<file path="src/rtl/decoder_seq_if.sv">
// Select/enable bus for decoder_seq: 74x138-style enables, select, sweep controls
// and the registered active-low strobe outputs with sweep status.
interface decoder_seq_if #(
    parameter int SEL_W   = 3,
    parameter int DWELL_W = 4
);
    localparam int NOUT = 1 << SEL_W;

    logic               g1;
    logic               g2a_n;
    logic               g2b_n;
    logic [SEL_W-1:0]   sel;
    logic               mode;
    logic               start;
    logic [DWELL_W-1:0] dwell;
    logic [NOUT-1:0]    y_n;
    logic               busy;
    logic               done;

    modport master (
        output g1, g2a_n, g2b_n, sel, mode, start, dwell,
        input  y_n, busy, done
    );

    modport slave (
        input  g1, g2a_n, g2b_n, sel, mode, start, dwell,
        output y_n, busy, done
    );
endinterface

</file>
<file path="src/rtl/decoder_seq.sv">
// Registered N-to-2^N active-low decoder with 74x138 enable gating and an optional
// strobe sweep sequencer, compiled in when DECODER_SEQ_SWEEP_EN is defined.
module decoder_seq #(
    parameter int SEL_W   = 3,
    parameter int DWELL_W = 4
) (
    input  logic          clk,
    input  logic          rst_n,
    decoder_seq_if.slave  bus
);
    localparam int NOUT = 1 << SEL_W;

    function automatic logic [NOUT-1:0] strobe_n(input logic [SEL_W-1:0] i);
        strobe_n = ~({{(NOUT-1){1'b0}}, 1'b1} << i);
    endfunction

    logic            en;
    logic [NOUT-1:0] direct_y_n;
    logic [NOUT-1:0] y_n_q;
    logic            busy_q;
    logic            done_q;

    assign en         = bus.g1 & ~bus.g2a_n & ~bus.g2b_n;
    assign direct_y_n = en ? strobe_n(bus.sel) : '1;

`ifdef DECODER_SEQ_SWEEP_EN
    typedef enum logic [1:0] {IDLE, SWEEP, DONE} state_t;

    state_t             state, state_nxt;
    logic [SEL_W-1:0]   idx, idx_nxt;
    logic [DWELL_W-1:0] cnt, cnt_nxt;
    logic [DWELL_W-1:0] dwell_m1, dwell_m1_nxt;
    logic [DWELL_W-1:0] start_m1;
    logic [NOUT-1:0]    y_n_nxt;
    logic               busy_nxt;
    logic               done_nxt;
    logic               go;
    logic               last;

    assign go       = bus.start & bus.mode & en;
    assign last     = (&idx) && (cnt == '0);
    // A zero dwell behaves as a dwell of one, so reload value is D-1 either way.
    assign start_m1 = (bus.dwell == '0) ? '0 : bus.dwell - DWELL_W'(1);

    always_ff @(posedge clk or negedge rst_n) begin
        if (!rst_n) state <= IDLE;
        else        state <= state_nxt;
    end

    always_comb begin
        state_nxt = state;
        case (state)
            IDLE:    if (go) state_nxt = SWEEP;
            SWEEP:   if (!en) state_nxt = IDLE;
                     else if (last) state_nxt = DONE;
            DONE:    state_nxt = IDLE;
            default: state_nxt = IDLE;
        endcase
    end

    always_comb begin
        idx_nxt      = idx;
        cnt_nxt      = cnt;
        dwell_m1_nxt = dwell_m1;
        y_n_nxt      = '1;
        busy_nxt     = 1'b0;
        done_nxt     = 1'b0;
        case (state)
            IDLE: begin
                if (go) begin
                    dwell_m1_nxt = start_m1;
                    idx_nxt      = '0;
                    cnt_nxt      = start_m1;
                    y_n_nxt      = strobe_n('0);
                    busy_nxt     = 1'b1;
                end else begin
                    y_n_nxt = direct_y_n;
                end
            end
            SWEEP: begin
                // Loss of enable aborts silently: outputs released, no done pulse.
                if (en) begin
                    if (last) begin
                        done_nxt = 1'b1;
                    end else if (cnt != '0) begin
                        cnt_nxt  = cnt - DWELL_W'(1);
                        y_n_nxt  = strobe_n(idx);
                        busy_nxt = 1'b1;
                    end else begin
                        idx_nxt  = idx + SEL_W'(1);
                        cnt_nxt  = dwell_m1;
                        y_n_nxt  = strobe_n(idx + SEL_W'(1));
                        busy_nxt = 1'b1;
                    end
                end
            end
            DONE:    y_n_nxt = direct_y_n;
            default: y_n_nxt = '1;
        endcase
    end

    always_ff @(posedge clk or negedge rst_n) begin
        if (!rst_n) begin
            idx      <= '0;
            cnt      <= '0;
            dwell_m1 <= '0;
            y_n_q    <= '1;
            busy_q   <= 1'b0;
            done_q   <= 1'b0;
        end else begin
            idx      <= idx_nxt;
            cnt      <= cnt_nxt;
            dwell_m1 <= dwell_m1_nxt;
            y_n_q    <= y_n_nxt;
            busy_q   <= busy_nxt;
            done_q   <= done_nxt;
        end
    end
`else
    logic unused_sweep_inputs;
    assign unused_sweep_inputs = ^{bus.mode, bus.start, bus.dwell};

    always_ff @(posedge clk or negedge rst_n) begin
        if (!rst_n) y_n_q <= '1;
        else        y_n_q <= direct_y_n;
    end

    assign busy_q = 1'b0;
    assign done_q = 1'b0;
`endif

    assign bus.y_n  = y_n_q;
    assign bus.busy = busy_q;
    assign bus.done = done_q;
endmodule

</file>
<file path="src/flat_wrapper.sv">
// flat-port wrapper written by rule: the top's interface ports become plain ports
module decoder_seq_flat 
#(
    parameter int SEL_W   = 3,
    parameter int DWELL_W = 4
)
  (clk, rst_n, bus_g1, bus_g2a_n, bus_g2b_n, bus_sel, bus_mode, bus_start, bus_dwell, bus_y_n, bus_busy, bus_done);
  decoder_seq_if #(.SEL_W(SEL_W), .DWELL_W(DWELL_W)) bus_i ();
  input  logic clk;
  input  logic rst_n;
  input wire logic [$bits(bus_i.g1)-1:0] bus_g1;
  input wire logic [$bits(bus_i.g2a_n)-1:0] bus_g2a_n;
  input wire logic [$bits(bus_i.g2b_n)-1:0] bus_g2b_n;
  input wire logic [$bits(bus_i.sel)-1:0] bus_sel;
  input wire logic [$bits(bus_i.mode)-1:0] bus_mode;
  input wire logic [$bits(bus_i.start)-1:0] bus_start;
  input wire logic [$bits(bus_i.dwell)-1:0] bus_dwell;
  output wire logic [$bits(bus_i.y_n)-1:0] bus_y_n;
  output wire logic [$bits(bus_i.busy)-1:0] bus_busy;
  output wire logic [$bits(bus_i.done)-1:0] bus_done;
  assign bus_i.g1 = bus_g1;
  assign bus_i.g2a_n = bus_g2a_n;
  assign bus_i.g2b_n = bus_g2b_n;
  assign bus_i.sel = bus_sel;
  assign bus_i.mode = bus_mode;
  assign bus_i.start = bus_start;
  assign bus_i.dwell = bus_dwell;
  assign bus_y_n = bus_i.y_n;
  assign bus_busy = bus_i.busy;
  assign bus_done = bus_i.done;
  decoder_seq #(.SEL_W(SEL_W), .DWELL_W(DWELL_W)) u_core (.clk(clk), .rst_n(rst_n), .bus(bus_i));
endmodule
</file>
<file path="config.mk">
export PLATFORM = sky130hd
export DESIGN_NAME = decoder_seq_flat
export DESIGN_NICKNAME = d
export VERILOG_FILES = /design/src/rtl/decoder_seq_if.sv /design/src/rtl/decoder_seq.sv /design/src/flat_wrapper.sv
export SDC_FILE = /design/constraint.sdc
export NUM_CORES = 1
export LEC_CHECK = 0
export BUFFER_PORTS_ARGS = -buffer_cell sky130_fd_sc_hd__buf_4
export CAP_MARGIN = 5
export CORE_AREA = 2 2 39 41
export DETAILED_ROUTE_END_ITERATION = 7
export DIE_AREA = 0 0 41 43
export SYNTH_ARGS = -nofsm -noshare
export SYNTH_HDL_FRONTEND = slang
export SYNTH_SLANG_ARGS = --single-unit
</file>
<file path="constraint.sdc">
create_clock -name clk -period 1.65 [get_ports clk]
set_clock_uncertainty 0.2 [all_clocks]
set_input_delay 0.2475 -clock clk [delete_from_list [all_inputs] [get_ports clk]]
set_output_delay 0.2475 -clock clk [all_outputs]
set_load 0.02 [all_outputs]
</file>
==> Yosys cells after proc, flatten, opt, wreduce, memory -nomap -nowiden <==
Cells that the tools add are included.
{ "word_totals": {"reg_bits": 8, "input_bits": 14, "word_cells": 8} }
{ "op_classes": {"n_shift": 1, "n_mux": 1, "n_bitwise": 5} }
{ "ops": {"columns": ["cell", "n"], "rows": [
  ["2-to-1 mux 8 bit", 1],
  ["NOT 8 bit", 1],
  ["left shift 1 x 3 -> 8 bit, first input constant", 1],
  ["AND 1 bit", 2],
  ["NOT 1 bit", 2]
]} }

==> Longest topological paths before layout <==
Gate-level depths: netlist of run 1.
{ "depth": {"word_depth": 4, "ltp_mapped": 2, "depth_no_buf": 2} }

==> Worst setup path before layout of run 1 <==
Ideal clock, no wire load.
{ "synth_path": {"path_type": "register -> output", "start": "register u_core.y_n_q[0] (netlist: u_core.bus.y_n[0])", "end": "output bus_y_n[0]", "t_arrival_ns": 0.554, "required_time_ns": 1.202, "slack_ns": 0.648, "stages_incl_launch_ff": 1, "path_buffers": 0, "path_cell_list": "dfstp_2"} }
{ "synth_rtl": {"columns": ["item", "line", "source"], "rows": [
  ["from (decl)", "decoder_seq.sv:19", "logic [NOUT-1:0] y_n_q;"],
  ["from (signal assigned)", "decoder_seq.sv:125", "else y_n_q <= direct_y_n;"],
  ["to (decl)", "flat_wrapper.sv:18", "output wire logic [$bits(bus_i.y_n)-1:0] bus_y_n;"]
]} }
No word-level cell between the ends.

==> Worst setup path in the final report of run 1 <==
{ "layout_path": {"start": "input bus_sel[1]", "end": "register u_core.y_n_q[3] (netlist: u_core.bus.y_n[3])"} }
{ "layout_between": {"elab_chain_cells": 3} }
{ "layout_rtl": {"columns": ["item", "line", "source"], "rows": [
  ["from (decl)", "flat_wrapper.sv:14", "input wire logic [$bits(bus_i.sel)-1:0] bus_sel;"],
  ["left shift 1 x 3 -> 8 bit", "decoder_seq.sv:14", "strobe_n = ~({{(NOUT-1){1'b0}}, 1'b1} << i);"],
  ["NOT 8 bit", "decoder_seq.sv:14", null],
  ["2-to-1 mux 8 bit", "decoder_seq.sv:24", "assign direct_y_n = en ? strobe_n(bus.sel) : '1;"],
  ["net u_core.direct_y_n[3]", "decoder_seq.sv:18", "logic [NOUT-1:0] direct_y_n;"]
]} }
The timed path passes the listed nets, and every way through them passes these cells.

==> results of run 1 <==
[path summary, 6_finish.rpt]
check	startpoint	end	slack, ps
max	bus_sel[1]	u_core.bus.y_n[3]	20
min in group asynchronous	rst_n	u_core.bus.y_n[6]	340
max in group asynchronous	rst_n	u_core.bus.y_n[7]	890
min	bus_sel[2]	u_core.bus.y_n[1]	40
[power groups by stage]
| stage | Combinational (W) | Sequential (W) | Clock [W] |
|---|---|---|---|
| 6_report | 0.0000461 | 0.000201 | 0.000140 |
| 5_1_grt | 0.0000500 | 0.000201 | 0.000161 |
| 4_1_cts | 0.0000460 | 0.000201 | 0.000145 |
| 3_5_place_dp | 0.0000399 | 0.000204 | 0 |
| 3_3_place_gp | 0.0000396 | 0.000204 | 0 |
| 2_1_floorplan | 0.0000158 | 0.000206 | 0 |
[cell usage after synthesis]
master,count
sky130_fd_sc_hd__and4bb_1,1
sky130_fd_sc_hd__buf_4,2
sky130_fd_sc_hd__conb_1,1
sky130_fd_sc_hd__dfstp_2,8
sky130_fd_sc_hd__nand2_1,6
sky130_fd_sc_hd__nand3_1,1
sky130_fd_sc_hd__nand3_2,1
sky130_fd_sc_hd__nor2_1,1
sky130_fd_sc_hd__nor2b_1,2
sky130_fd_sc_hd__nor4b_4,1
[stage by stage]
step / instance area, sq um / setup WS [ps] / hold WS (ps)
3_3_place_gp: 440 / 515 / 49.0
6_report: 503 / 18.0 / 40.0
4_1_cts: 503 / 107 / 34.9
5_1_grt: 503 / 1.69 / 36.9
2_1_floorplan: 323 / 648 / -100
3_5_place_dp: 440 / 515 / 47.8
[what timing repair did]
item,in CTS,in global routing
hold buffers,4,0
endpoints found under the setup margin,0,0
resized for setup,0,0
hold endpoints to repair,10,0
[layout make-up]
cell class,instances,area share (%)
clock buffers,3,4.48
flip-flops and latches,8,41.8
multi-input cells,15,19.4
repair buffers,19,30.3
well taps,16,3.98
[metal layers]
layer  wire (um)  vias up  global-route usage (%)
met5           0        -                       0
met2         348       15                    13.8
met1         176      109                    6.06
met4          17        0                    10.0
li1            -      115                       -
met3          65        2                    2.09
[placed cells by master (no fill, tap or decap)]
master	n
sky130_fd_sc_hd__nor2_1	1
sky130_fd_sc_hd__nand3_2	1
sky130_fd_sc_hd__clkbuf_4	3
sky130_fd_sc_hd__and4bb_1	1
sky130_fd_sc_hd__buf_4	15
sky130_fd_sc_hd__nand2_1	6
sky130_fd_sc_hd__conb_1	2
sky130_fd_sc_hd__nor2b_1	2
sky130_fd_sc_hd__dfstp_2	8
sky130_fd_sc_hd__nor4b_4	1
sky130_fd_sc_hd__nand3_1	1
sky130_fd_sc_hd__dlygate4sd3_1	4
[cell families (layout without fill, tap and decap cells)]
kind of cell,count (synthesis),in the layout,synth area share (%)
DFF,8,8,65.9
other,1,2,1.18
buffers and inverters,2,22,4.70
and+or+nand+nor,13,13,28.2
==> results.txt, run 1 <==
----------------------------------------------------
[Synthesis]
  Top post-synthesis cells by area ... sky130_fd_sc_hd__dfstp_2 (66%), sky130_fd_sc_hd__nor4b_4 (7.5%), sky130_fd_sc_hd__nand2_1 (7.1%), sky130_fd_sc_hd__buf_4 (4.7%), sky130_fd_sc_hd__and4bb_1 (3.9%)
  Count of state elements after synthesis ... 8
  Largest area contributor in the synthesized netlist ... sky130_fd_sc_hd__dfstp_2
  Cells after Synth ... 24
  Share of synthesized area occupied by flip-flops and latches ... 65.9%
  Summed instance area of the synthesized netlist ... 319 sq um
  Mean instance size in the synthesized netlist ... 13.3 sq um
  YS warnings ... 0
  Top cell type's share of synthesized area ... 65.9%
  Count of distinct cell types in the synthesized netlist ... 10

[Setup path]
  Crit Path Class ... in -> reg
  Library cell appearing most often on the critical path ... sky130_fd_sc_hd__dlygate4sd3_1
  Largest stage delay on the critical path ... 580 ps
  Maximum fanout encountered on the critical timing path ... 5
  Arrival time reported for the critical path endpoint ... 1590 ps
  Critical path required time ... 1610 ps
  Cells traversed along the worst timing path ... dlygate4sd3_1, buf_4, nand3_2, dlygate4sd3_1
  Setup crit end kind ... register
  Number of buffers and inverters on the critical path ... 3
  Worst-path cell with the longest stage delay ... sky130_fd_sc_hd__dlygate4sd3_1
  Instance count on the critical path ... 4
  CP delay by family, top ... buffers and inverters
  Element type at the critical path start ... input pin

[Detailed routing]
  Routed wire length ... 608 um
  Detailed-routing iteration count for the pre-antenna-repair pass ... 2
  Wirelength per Cell ... 9.97 um
  Mean number of vias per cell ... 3.95
  Starting DRT DRC Count ... 2
  DR DRC count ... 0
  Residual antenna-violating net count after detailed routing ... 0
  Via count ... 241

[CTS]
  CTS root buf ... sky130_fd_sc_hd__clkbuf_4
  CTS H-tree depth ... 1
  Longest Clk Path Bufs ... 2
  Clock-pin slew reported for the worst setup and hold paths after clock tree synthesis ... 50 ps
  Total clock buffers created by CTS ... 3
  Number of post-CTS setup repair buffers ... 0
  Clock tree sinks ... 8
  TritonCTS clock tree ... built

[Final layout]
  Total area of multi-input combinational cells ... 97.6 sq um
  Count of placed standard cells in the final layout, fillers left out ... 61
  Share of cells above drive strength 1 ... 62.2%
  Count of filler cells inserted in the layout ... 142
  Area added between synthesis and finish ... 57.6%
  Core occupancy in the finished layout ... 36.3%
  Largest register FFs ... 8
  Number of antenna diodes ... 0
  Number of nets in the final layout ... 61
  Footprint of the flip-flops and latches ... 210 sq um

[Pwr]
  Comb pwr share ... 11.9%
  Clk pwr share ... 36.2%
  Internal cell power ... 0.000307 W
  Overall power of the completed layout ... 0.000388 W
  P_leak ... 0.208 nW
  Power Density ... 771 nW/um^2
  Sequential power share ... 51.9%
  Net load switching power ... 0.0000811 W
  Net switching share of the total power ... 20.9%
  Worst vdd rail ir drop ... 0.217 mV

[GRT]
  Total routing resource utilization after global routing ... 8.25%
  Number of global-route vias before repair ... 241
  Antenna violations before repair ... 0
  Maximum number of pins on one net before global-route repair ... 9
  Total overflow reported by the global router ... 0
  Wire length of the first global-routing pass ... 903 um

[Timing]
  Final number of max-transition violations ... 0
  Aggregate negative setup slack ... 0 ps
  Setup repair after global routing missed its margin ... false
  # setup viols final ... 0
  Fraction of the cycle the final worst path needs ... 98.9%
  Post-layout min period ... 1630 ps
  Final hold viol count ... 0
  Max Freq ... 0.613 GHz

[Die]
  Site row count ... 14
  I/O pins ... 24
  Starting Density ... 23.1%
  Die span in x ... 41 um
  Vertical die dimension ... 43 um
  Core footprint ... 1380 sq um
  Die Area ... 1760 sq um

[Placement]
  Global placer's final weighted congestion ... 0.697
  # placed instances ... 54
  Buffers on Ports ... 15

[Min path]
  Hold path cells ... 3
  Class of the most critical hold timing path ... in -> reg

[Outcome]
  Status ... completed

[Run]
  Max capacitance violation total ... 0

----------------------------------------------------
Power figures use the tool's default switching activity.
==> run 2, diff against run 1 <==
--- a/config.mk
+++ b/config.mk
@@ -10,6 +10,7 @@
 export CORE_AREA = 2 2 39 41
 export DETAILED_ROUTE_END_ITERATION = 7
 export DIE_AREA = 0 0 41 43
+export HOLD_SLACK_MARGIN = 0.05
 export SYNTH_ARGS = -nofsm -noshare
 export SYNTH_HDL_FRONTEND = slang
 export SYNTH_SLANG_ARGS = --single-unit
==> run 2 against run 1 <==
  * Worst hold slack better by 180 ps
  * First-iteration DRC count unchanged
  * Maximum frequency up 0.26%
  * Routed wire length up 0.16%
  * Core utilization up 0.72 points
  * Critical path type unchanged
  * Die area unchanged
  * Global-route usage unchanged
  * Cell count up 1.6%
  * Count of clock-buffer cells in the layout unchanged
  * Power up 0.22%
==> results.txt, run 2 (synthesized netlist as in run 1, its figures left out) <==
----------------------------------------------------
[Die]
  Site row count ... 14 (unchanged)
  Core footprint ... 1380 sq um (unchanged)
  I/O pins ... 24 (unchanged)
  Die Area ... 1760 sq um (unchanged)
  Vertical die dimension ... 43 um (unchanged)
  Die span in x ... 41 um (unchanged)
  Starting Density ... 23.1% (unchanged)

[Setup path]
  Worst-path cell with the longest stage delay ... sky130_fd_sc_hd__dlygate4sd3_1
  Cells traversed along the worst timing path ... dlygate4sd3_1, buf_4, nand3_2, dlygate4sd3_1
  Library cell appearing most often on the critical path ... sky130_fd_sc_hd__dlygate4sd3_1
  Critical path required time ... 1610 ps (about the same)
  Element type at the critical path start ... input pin
  Arrival time reported for the critical path endpoint ... 1590 ps (about the same)
  Setup crit end kind ... register
  Largest stage delay on the critical path ... 580 ps (about the same)
  Maximum fanout encountered on the critical timing path ... 5 (unchanged)
  Crit Path Class ... in -> reg

[Placement]
  Global placer's final weighted congestion ... 0.697 (unchanged)
  Buffers on Ports ... 15 (unchanged)

[Detailed routing]
  Routed wire length ... 609 um (+0.16%)
  Residual antenna-violating net count after detailed routing ... 0 (unchanged)
  Detailed-routing iteration count for the pre-antenna-repair pass ... 2 (unchanged)
  Wirelength per Cell ... 9.82 um (-1.5%)
  Mean number of vias per cell ... 3.90 (-1.2%)
  Via count ... 242 (+0.41%)
  DR DRC count ... 0 (unchanged)
  Starting DRT DRC Count ... 2 (unchanged)

[Run]
  Max capacitance violation total ... 0 (unchanged)

[CTS]
  Clock-pin slew reported for the worst setup and hold paths after clock tree synthesis ... 50 ps (about the same)
  Total clock buffers created by CTS ... 3 (unchanged)
  CTS H-tree depth ... 1 (unchanged)
  Post-cts resize count ... 0 (unchanged)
  TritonCTS clock tree ... built
  Longest Clk Path Bufs ... 2 (unchanged)
  Clock tree sinks ... 8 (unchanged)
  CTS root buf ... sky130_fd_sc_hd__clkbuf_4

[Timing]
  Max Freq ... 0.614 GHz (+0.26%)
  Setup repair after global routing missed its margin ... false
  Fraction of the cycle the final worst path needs ... 98.7% (-0.25 points)
  # setup viols final ... 0 (unchanged)
  Post-layout min period ... 1630 ps (-4.19 ps)
  Post-Route Hold Slack ... 216 ps (+176 ps)
  Final hold viol count ... 0 (unchanged)
  Final number of max-transition violations ... 0 (unchanged)
  Aggregate negative setup slack ... 0 ps (unchanged)

[Pwr]
  Power Density ... 757 nW/um^2 (-1.7%)
  P_leak ... 0.215 nW (+3.2%)
  Worst vdd rail ir drop ... 0.218 mV (about the same)

[Final layout]
  Number of antenna diodes ... 0 (unchanged)
  Area added between synthesis and finish ... 60.8%
  Share of cells above drive strength 1 ... 60.9% (-1.4 points)
  Total area of multi-input combinational cells ... 97.6 sq um (unchanged)
  Count of filler cells inserted in the layout ... 141 (-0.70%)
  Largest register FFs ... 8 (unchanged)
  Most common library cell in the layout ignoring fill and taps ... sky130_fd_sc_hd__buf_4
  Most frequent cells in the layout ... sky130_fd_sc_hd__buf_4 (15), sky130_fd_sc_hd__dfstp_2 (8), sky130_fd_sc_hd__nand2_1 (6)
  Number of nets in the final layout ... 62 (+1.6%)
  Footprint of the flip-flops and latches ... 210 sq um (unchanged)

[Min path]
  Class of the most critical hold timing path ... in -> reg
  Hold path cells ... 3 (unchanged)
  Hold Path End ... u_core.bus.y_n[6]
  Hold path start ... bus_g1

[Outcome]
  Status ... completed

[GRT]
  Number of global-route vias before repair ... 243 (+0.83%)
  Total routing resource utilization after global routing ... 8.25% (unchanged)
  Antenna violations before repair ... 0 (unchanged)
  Wire length of the first global-routing pass ... 903 um (unchanged)
  Total overflow reported by the global router ... 0 (unchanged)
  Maximum number of pins on one net before global-route repair ... 9 (unchanged)

----------------------------------------------------
[run 2: cell types whose count changed in the layout (fill, tap and decap cells not counted), sizes merged]
cell	before	now
dlygate4sd3	4	5
[run 2: what timing repair did]
item / in CTS / in global routing
hold endpoints to repair: 15 / 0
hold buffers: 5 / 0
setup buffers: 0 / 0
[run 2: cell type report]
class	instances	share of cell area [%]
Tap cell	16	3.90
Timing Repair Buffer	20	31.7
Clock buffer	3	4.39
Sequential cell	8	41.0
Multi-Input combinational cell	15	19.0
[run 2: report_power, final]
part           internal (W)  switching (W)
Combinational     0.0000241      0.0000229
Clock             0.0000826      0.0000579
Sequential         0.000201    0.000000443
Total              0.000307      0.0000812
[run 2: stage by stage]
stage,utilization (%),std cells,total power (W),worst slack (ps),instance area (sq um)
5_1_grt,37.1,62,0.000413,5.14,513
4_1_cts,37.1,62,0.000393,111,513
2_1_floorplan,-,25,0.000222,648,323
3_5_place_dp,31.8,54,0.000244,515,440
3_3_place_gp,31.8,54,0.000243,515,440
6_report,37.1,62,0.000388,22.2,513
[run 2: how the worst max path moves through the flow]
stage	slack, ps	start	to	cells past startpoint
2_1_floorplan	650	u_core.bus.y_n[0]	bus_y_n[0]	0
3_3_place_gp	510	bus_sel[2]	u_core.bus.y_n[1]	3
3_5_place_dp	520	bus_sel[2]	u_core.bus.y_n[0]	3
4_1_cts	110	bus_sel[1]	u_core.bus.y_n[3]	4
5_1_grt	5	bus_sel[1]	u_core.bus.y_n[3]	4
6_report	20	bus_sel[1]	u_core.bus.y_n[3]	4
[run 2: critical path, delay by kind of cell]
kind / cells / cell delay [ps]
AND/OR/NAND/NOR: 1 / 70
buffers and inverters: 3 / 1270
[run 2: layer usage]
metal  vias up  wire (um)  track usage (%)
li1        117          -                -
met1       108        175             6.06
met2        15        351             13.8
met3         2         65             2.09
met4         0         17             10.0
met5         -          0                0
